## src/rtl/life_solver_rules.sv

```systemverilog
// Purpose : generation solver for a Game-of-Life style arena. It streams rows through a
//           3-row window and writes each new row back in place. The birth/survive rules,
//           the torus or dead-edge boundary and an early stop on a stable pattern are
//           selected at run time.
// Latency : each generation takes 2*ARENA_HEIGHT+2 cycles. ready rises the cycle after
//           the last row write of a run.
// Backpr. : none on the memory side (combinational read, one write per WRITE cycle). The
//           controller waits on ready. abort drops the run at the next edge and gates the
//           strobe in that cycle.
// Ports   : clk/reset_n; start/abort/ready handshake; run configuration
//           (generations_count, birth_mask, survive_mask, wrap_mode, stop_on_stable);
//           arena row memory port (arena_row_select, arena_columns, arena_columns_new,
//           arena_columns_write); status (generations_done, population, stable).
module life_solver_rules #(
    parameter int ARENA_WIDTH   = 10,
    parameter int ARENA_HEIGHT  = 10,
    parameter int ROW_SEL_WIDTH = 10,
    parameter int POP_WIDTH     = 16
) (
    input  logic                     clk,
    input  logic                     reset_n,
    input  logic                     start,
    input  logic                     abort,
    output logic                     ready,
    input  logic [31:0]              generations_count,
    input  logic [8:0]               birth_mask,
    input  logic [8:0]               survive_mask,
    input  logic                     wrap_mode,
    input  logic                     stop_on_stable,
    output logic [ROW_SEL_WIDTH-1:0] arena_row_select,
    input  logic [ARENA_WIDTH-1:0]   arena_columns,
    output logic [ARENA_WIDTH-1:0]   arena_columns_new,
    output logic                     arena_columns_write,
    output logic [31:0]              generations_done,
    output logic [POP_WIDTH-1:0]     population,
    output logic                     stable
);

    typedef enum logic [2:0] {
        S_IDLE,
        S_READ_LAST,
        S_READ_ROW0,
        S_READ_NEXT,
        S_WRITE
    } state_t;

    localparam logic [ROW_SEL_WIDTH-1:0] LAST_ROW = ROW_SEL_WIDTH'(ARENA_HEIGHT - 1);

    state_t                   state_q;
    logic [ROW_SEL_WIDTH-1:0] row_q;
    logic [ROW_SEL_WIDTH-1:0] sel_q;
    logic                     wr_q;
    logic                     ready_q;
    logic [ARENA_WIDTH-1:0]   prev_q;
    logic [ARENA_WIDTH-1:0]   cur_q;
    logic [ARENA_WIDTH-1:0]   next_q;
    logic [ARENA_WIDTH-1:0]   row0_q;
    logic                     changed_q;
    logic [POP_WIDTH-1:0]     acc_q;
    logic [31:0]              remaining_q;
    logic [8:0]               birth_q;
    logic [8:0]               survive_q;
    logic                     wrap_q;
    logic                     sos_q;
    logic [31:0]              gen_done_q;
    logic [POP_WIDTH-1:0]     pop_q;
    logic                     stable_q;

    logic [ARENA_WIDTH-1:0]   rule_row_d;
    logic [POP_WIDTH-1:0]     rule_pop_d;
    logic                     changed_d;
    logic [ROW_SEL_WIDTH-1:0] row_inc_d;
    logic [ROW_SEL_WIDTH-1:0] sel_next_d;

    // Live neighbour count of one column. The vertical neighbours come from prev/next.
    // The left and right columns either wrap around or are treated as dead.
    function automatic logic [3:0] nb_count(
        input logic [ARENA_WIDTH-1:0] p,
        input logic [ARENA_WIDTH-1:0] c,
        input logic [ARENA_WIDTH-1:0] n,
        input int                     col,
        input logic                   wrap
    );
        int         lc;
        int         rc;
        logic [3:0] cnt;
        lc  = (col == 0) ? ARENA_WIDTH - 1 : col - 1;
        rc  = (col == ARENA_WIDTH - 1) ? 0 : col + 1;
        cnt = {3'b000, p[col]} + {3'b000, n[col]};
        if (wrap || col != 0) begin
            cnt = cnt + {3'b000, p[lc]} + {3'b000, c[lc]} + {3'b000, n[lc]};
        end
        if (wrap || col != ARENA_WIDTH - 1) begin
            cnt = cnt + {3'b000, p[rc]} + {3'b000, c[rc]} + {3'b000, n[rc]};
        end
        return cnt;
    endfunction

    // New value of the row held in cur_q. This is only meaningful in WRITE.
    always_comb begin
        rule_row_d = '0;
        rule_pop_d = '0;
        for (int col = 0; col < ARENA_WIDTH; col++) begin
            logic [3:0] n;
            n = nb_count(prev_q, cur_q, next_q, col, wrap_q);
            rule_row_d[col] = cur_q[col] ? survive_q[n] : birth_q[n];
            rule_pop_d      = rule_pop_d + POP_WIDTH'(rule_row_d[col]);
        end
    end

    // The change flag includes the row being written now, so the stability decision at
    // the last row sees the whole generation.
    assign changed_d = changed_q | (|(rule_row_d ^ cur_q));

    // Row select for the next READ_NEXT: one row ahead, except on the last row. There the
    // window's lower neighbour does not come from memory, so the select just stays on r.
    assign row_inc_d  = row_q + ROW_SEL_WIDTH'(1);
    assign sel_next_d = (row_inc_d == LAST_ROW) ? row_inc_d : row_inc_d + ROW_SEL_WIDTH'(1);

    always_ff @(posedge clk or negedge reset_n) begin
        if (!reset_n) begin
            state_q     <= S_IDLE;
            row_q       <= '0;
            sel_q       <= '0;
            wr_q        <= 1'b0;
            ready_q     <= 1'b1;
            prev_q      <= '0;
            cur_q       <= '0;
            next_q      <= '0;
            row0_q      <= '0;
            changed_q   <= 1'b0;
            acc_q       <= '0;
            remaining_q <= '0;
            birth_q     <= '0;
            survive_q   <= '0;
            wrap_q      <= 1'b0;
            sos_q       <= 1'b0;
            gen_done_q  <= '0;
            pop_q       <= '0;
            stable_q    <= 1'b0;
        end else if (state_q != S_IDLE && abort) begin
            // Abandon the run. The completed-generation status is kept.
            state_q  <= S_IDLE;
            ready_q  <= 1'b1;
            wr_q     <= 1'b0;
            sel_q    <= '0;
            stable_q <= 1'b0;
        end else begin
            case (state_q)
                S_IDLE: begin
                    // abort wins over start: a simultaneous abort blocks the run.
                    if (start && !abort && generations_count != 32'd0) begin
                        remaining_q <= generations_count;
                        birth_q     <= birth_mask;
                        survive_q   <= survive_mask;
                        wrap_q      <= wrap_mode;
                        sos_q       <= stop_on_stable;
                        gen_done_q  <= '0;
                        stable_q    <= 1'b0;
                        ready_q     <= 1'b0;
                        sel_q       <= LAST_ROW;
                        state_q     <= S_READ_LAST;
                    end
                end
                S_READ_LAST: begin
                    prev_q  <= wrap_q ? arena_columns : '0;
                    sel_q   <= '0;
                    state_q <= S_READ_ROW0;
                end
                S_READ_ROW0: begin
                    cur_q     <= arena_columns;
                    row0_q    <= arena_columns;
                    changed_q <= 1'b0;
                    acc_q     <= '0;
                    row_q     <= '0;
                    // Row 1 is the lower neighbour of row 0. This holds because the
                    // arena has at least 3 rows.
                    sel_q     <= ROW_SEL_WIDTH'(1);
                    state_q   <= S_READ_NEXT;
                end
                S_READ_NEXT: begin
                    if (row_q != LAST_ROW) begin
                        next_q <= arena_columns;
                    end else begin
                        // Row 0 has already been overwritten in memory, so its saved
                        // original copy is used instead.
                        next_q <= wrap_q ? row0_q : '0;
                    end
                    sel_q   <= row_q;
                    wr_q    <= 1'b1;
                    state_q <= S_WRITE;
                end
                S_WRITE: begin
                    wr_q      <= 1'b0;
                    prev_q    <= cur_q;
                    cur_q     <= next_q;
                    changed_q <= changed_d;
                    acc_q     <= acc_q + rule_pop_d;
                    if (row_q != LAST_ROW) begin
                        row_q   <= row_inc_d;
                        sel_q   <= sel_next_d;
                        state_q <= S_READ_NEXT;
                    end else begin
                        gen_done_q <= gen_done_q + 32'd1;
                        pop_q      <= acc_q + rule_pop_d;
                        if (remaining_q == 32'd1) begin
                            ready_q <= 1'b1;
                            sel_q   <= '0;
                            state_q <= S_IDLE;
                        end else if (sos_q && !changed_d) begin
                            stable_q <= 1'b1;
                            ready_q  <= 1'b1;
                            sel_q    <= '0;
                            state_q  <= S_IDLE;
                        end else begin
                            remaining_q <= remaining_q - 32'd1;
                            sel_q       <= LAST_ROW;
                            state_q     <= S_READ_LAST;
                        end
                    end
                end
                default: begin
                    state_q <= S_IDLE;
                    ready_q <= 1'b1;
                    wr_q    <= 1'b0;
                    sel_q   <= '0;
                end
            endcase
        end
    end

    assign ready               = ready_q;
    assign arena_row_select    = sel_q;
    // abort also gates the strobe in the cycle it arrives, so no write lands.
    assign arena_columns_write = wr_q & ~abort;
    assign arena_columns_new   = rule_row_d;
    assign generations_done    = gen_done_q;
    assign population          = pop_q;
    assign stable              = stable_q;

endmodule

```

## config.mk

```make
export PLATFORM = sky130hd
export DESIGN_NAME = life_solver_rules
export DESIGN_NICKNAME = d
export VERILOG_FILES = /design/src/rtl/life_solver_rules.sv
export SDC_FILE = /design/constraint.sdc
export NUM_CORES = 1
export LEC_CHECK = 0
export BUFFER_PORTS_ARGS = -buffer_cell sky130_fd_sc_hd__buf_2
export CAP_MARGIN = 20
export CORE_MARGIN = 2
export CORE_UTILIZATION = 60
export CTS_CLUSTER_DIAMETER = 50
export DETAILED_ROUTE_END_ITERATION = 7
export GPL_ROUTABILITY_DRIVEN = 0
export PLACE_DENSITY_LB_ADDON = 0.2
export SETUP_SLACK_MARGIN = 0.5
export SKIP_LAST_GASP = 1
export SLEW_MARGIN = 20
export SYNTH_ARGS = -nofsm -noshare
export SYNTH_HDL_FRONTEND = slang
export SYNTH_SLANG_ARGS = --single-unit
```

## constraint.sdc

```tcl
create_clock -name clk -period 12.1 [get_ports clk]
set_input_delay 2.42 -clock clk [delete_from_list [all_inputs] [get_ports clk]]
set_output_delay 2.42 -clock clk [all_outputs]
set_load 0.005 [all_outputs]
```

==> results.py <==
metrics = {
    "setup_path": {
        "endpoint_kind": "register",
        "crit_path_max_fanout": 6,
        "crit_type": "register to register",
        "required_ns": 12.39,
        "r2r_start": "prev_q[8]",
        "cp_common_cell": "fa_1",
        "crit_slowest_cell": "fa_1",
        "cp.arrival_ns": 8.34,
        "critPathMaxStageDelay_ns": 0.62,
        "startpoint": "prev_q[8]",
        "start_kind": "register",
    },
    "yosys": {
        "syn_avg_cell_area_um2": 9.15,
        "synth.largest_area_cell": "dfrtp_1",
        "syn_area_um2": 13200,
        "ys_types": 74,
        "netlist_instances": 1447,
        "synth_async_sr_flop_share_pct": 100,
        "synth_top_area_share_pct": 34.4,
        "ys_seq_elements": 183,
        "synthFlopType": "dfrtp_1",
        "synth-edff-count": 0,
        "yosysWarnings": 0,
        "synth_nets": 1604,
        "ys_seq_area_share_pct": 34.6,
        "ys_top_cells_by_area": "dfrtp_1 34%, fa_1 7.1%, mux4_2 6.3%, nand2_1 4.6%, ha_1 4.2%",
    },
    "final_layout": {
        "drive_gt1_share_pct": 17.0,
        "syn_to_final_growth_pct": 10.8,
        "final.fill_count": 1733,
        "nets": 1675,
        "seq_area_um2": 4580,
        "multiInputGateArea_um2": 7920,
    },
    "die": {
        "row_count": 54,
        "pin_count": 137,
        "die_h_um": 153,
        "die-area_um2": 23300,
        "coreArea_um2": 21800,
        "initial_utilization_pct": 60.8,
        "die_x_um": 153,
    },
    "clock_network": {
        "cts_sinks": 183,
        "insertion_delay_ns": 0.45,
        "htree_levels": 4,
        "root_buffer": "clkbuf_16",
        "cts_hold_buf": 0,
        "cts_post_setup_buffers_inserted": 0,
        "clk_pin_slew_worst_paths_ns": 0.08,
        "clk_path_buf_depth": 2,
        "post_cts_resized": 0,
        "tritoncts": "built",
        "numCtsBuffers": 17,
    },
    "routing": {
        "routed_wl_um": 35200,
        "avgRoutedWirePerCell_um": 19.4,
        "vias": 11404,
        "antenna_left": 0,
        "drc": 0,
        "drt_iter0_markers": 1070,
        "drt_first_pass_iters": 5,
        "via_per_inst": 6.28,
    },
    "placed_design": {
        "port_buffers": 136,
        "dp_hpwl_um": 24600,
    },
    "timing": {
        "timing.fmax_ghz": 0.124,
        "timing.setup.tns_ns": 0,
        "skew_ns": 0.0207,
        "setup_viol": 0,
        "rsz0062_at_grt": "false",
        "fin_crit_ns": 8.06,
        "finalCritPeriodShare_pct": 66.6,
        "finalHoldViolCount": 0,
        "finalMaxSlewViolations": 0,
        "max_slew_margin_pct": 27.6,
        "worstMarginPinSlew_ns": 1.09,
    },
    "global_route": {
        "grt_start_max_net_pins": 121,
        "overflow": 0,
        "antenna_found_initial": 2,
        "grt_pass1_wl_um": 57300,
        "grt_pass1_vias": 11041,
        "track_usage_pct": 30.2,
    },
    "min_path": {
        "worstHoldStart": "population[15]",
        "hold_path.class": "register to register",
    },
    "status": {
        "outcome": "finished, final reports clean",
    },
    "run": {
        "cap_violations": 0,
    },
}
==> sequential cells by signal, indices dropped and copies added (netlist names) <==
name,flops
wrap_q,1
prev_q,10
generations_done,32
arena_row_select,10
next_q,10
stable,1
state_q,3
row0_q,10
changed_q,1
survive_q,9
birth_q,9
sos_q,1
cur_q,10
ready,1
remaining_q,32
row_q,10
wr_q,1
acc_q,16
population,16
==> Yosys cell counts (11+ instances only) <==
library cell and count:
nand3_1 66, fa_1 47, a21oi_1 67, nand2b_1 28, ha_1 44, nand4_1 16
and3_1 21, o31ai_1 20, or3_1 11, nand2_1 162, mux2i_1 20, nor4_1 16
mux2_2 25, clkbuf_1 84, o21ai_0 105, a211oi_1 14, mux4_2 37, inv_1 101
dfrtp_1 182, a22o_1 15, xor2_1 38, a31oi_1 38, nor2_1 100, nor2b_1 18
a21o_1 11, xnor2_1 22, nor3_1 16
==> metal layers <==
layer / global-route usage, % / part of all wire, % / vias to the layer above
met5: 0 / 0 / -
met4: 9.70 / 2.1 / 0
met3: 5.01 / 7.7 / 59
met2: 47.6 / 47 / 512
met1: 43.3 / 43 / 5535
li1: - / - / 5298
==> layout make-up <==
type,count,share of cell area [%]
Tap cell,280,2.39
Clock buffer,17,2.90
Multi-Input combinational cell,1068,54.0
Inverter,101,2.59
Timing Repair Buffer,147,5.26
Antenna cell,4,0.0683
Sequential cell,183,31.2
Clock inverter,15,1.56
==> kinds of logic (layout without fill, tap and decap cells) <==
family	Yosys count	after routing	synth area share, %
simple gates	494	494	18.1
compound gates	340	340	16.2
buf+inv	196	280	5.75
flops	183	183	34.6
fa+ha+maj	91	91	11.3
mux	83	83	10.0
xor+xnor	60	60	3.97
other cells	0	4	0
==> metrics by stage <==
| stage | setup slack [ns] | area, µm² | hold WS [ns] | utilization (%) | cells |
|---|---|---|---|---|---|
| final | 4.04 | 14700 | 0.483 | 67.4 | 1815 |
| after global routing | 3.61 | 14700 | 0.504 | 67.4 | 1812 |
| after detailed placement | 4.17 | 14000 | 0.464 | 64.4 | 1779 |
| after floorplan | 4.76 | 13200 | 0.446 | - | 1447 |
| after CTS | 4.13 | 14700 | 0.484 | 67.4 | 1811 |
| after global placement | 4.37 | 14000 | 0.458 | 64.4 | 1779 |
==> layout by cell type, fill, tap and decap left out, types with 7 or more instances in the layout <==
master,Yosys,final
o21a_1,7,7
nand4_1,16,16
nor2_1,100,98
a21o_1,11,11
and2_1,9,8
a21oi_1,67,67
nor3_1,16,16
fa_1,47,47
a22o_1,15,15
nand3_1,66,66
and3_1,21,21
o31ai_1,20,20
clkbuf_16,0,17
or3_1,11,11
a211oi_1,14,14
o21ai_0,105,105
xor2_1,38,38
nor4_1,16,16
a31oi_1,38,38
xnor2_1,22,22
nand2_1,162,162
nor2b_1,18,18
ha_1,44,44
o2bb2ai_1,7,7
buf_4,0,11
dfrtp_1,182,182
o22ai_1,9,9
buf_2,2,135
mux4_2,37,37
nand2b_1,28,28
a22oi_1,9,9
mux2i_1,20,20
mux2_2,25,25
inv_1,101,101
==> worst paths after layout <==
kind / slack, ns / endpoint / cells past startpoint
setup / recovery: 4.04 / population[12] / 29
hold / removal: 0.48 / population[15] / 2
setup reg to reg: 4.04 / population[12] / 29
hold reg to reg: 0.48 / population[15] / 2
max in group asynchronous: 8.57 / row0_q[5] / 2
min in group asynchronous: 2.12 / generations_done[23] / 1
==> worst max-delay path: cells and delay by family, from the launching register on <==
| family | cells | cell delay (ns) |
|---|---|---|
| adders and majority gates | 10 | 4.44 |
| and+or+nand+nor | 6 | 1.12 |
| AOI/OAI and AO/OA | 5 | 0.78 |
| muxes | 2 | 0.62 |
| DFF | 1 | 0.43 |
| buffers and inverters | 5 | 0.34 |
| xor gates and xnor gates | 1 | 0.17 |
Power is left out: the tool's default activity adds up to more than one toggle a clock period on the data nets, which glitch-free logic cannot reach.
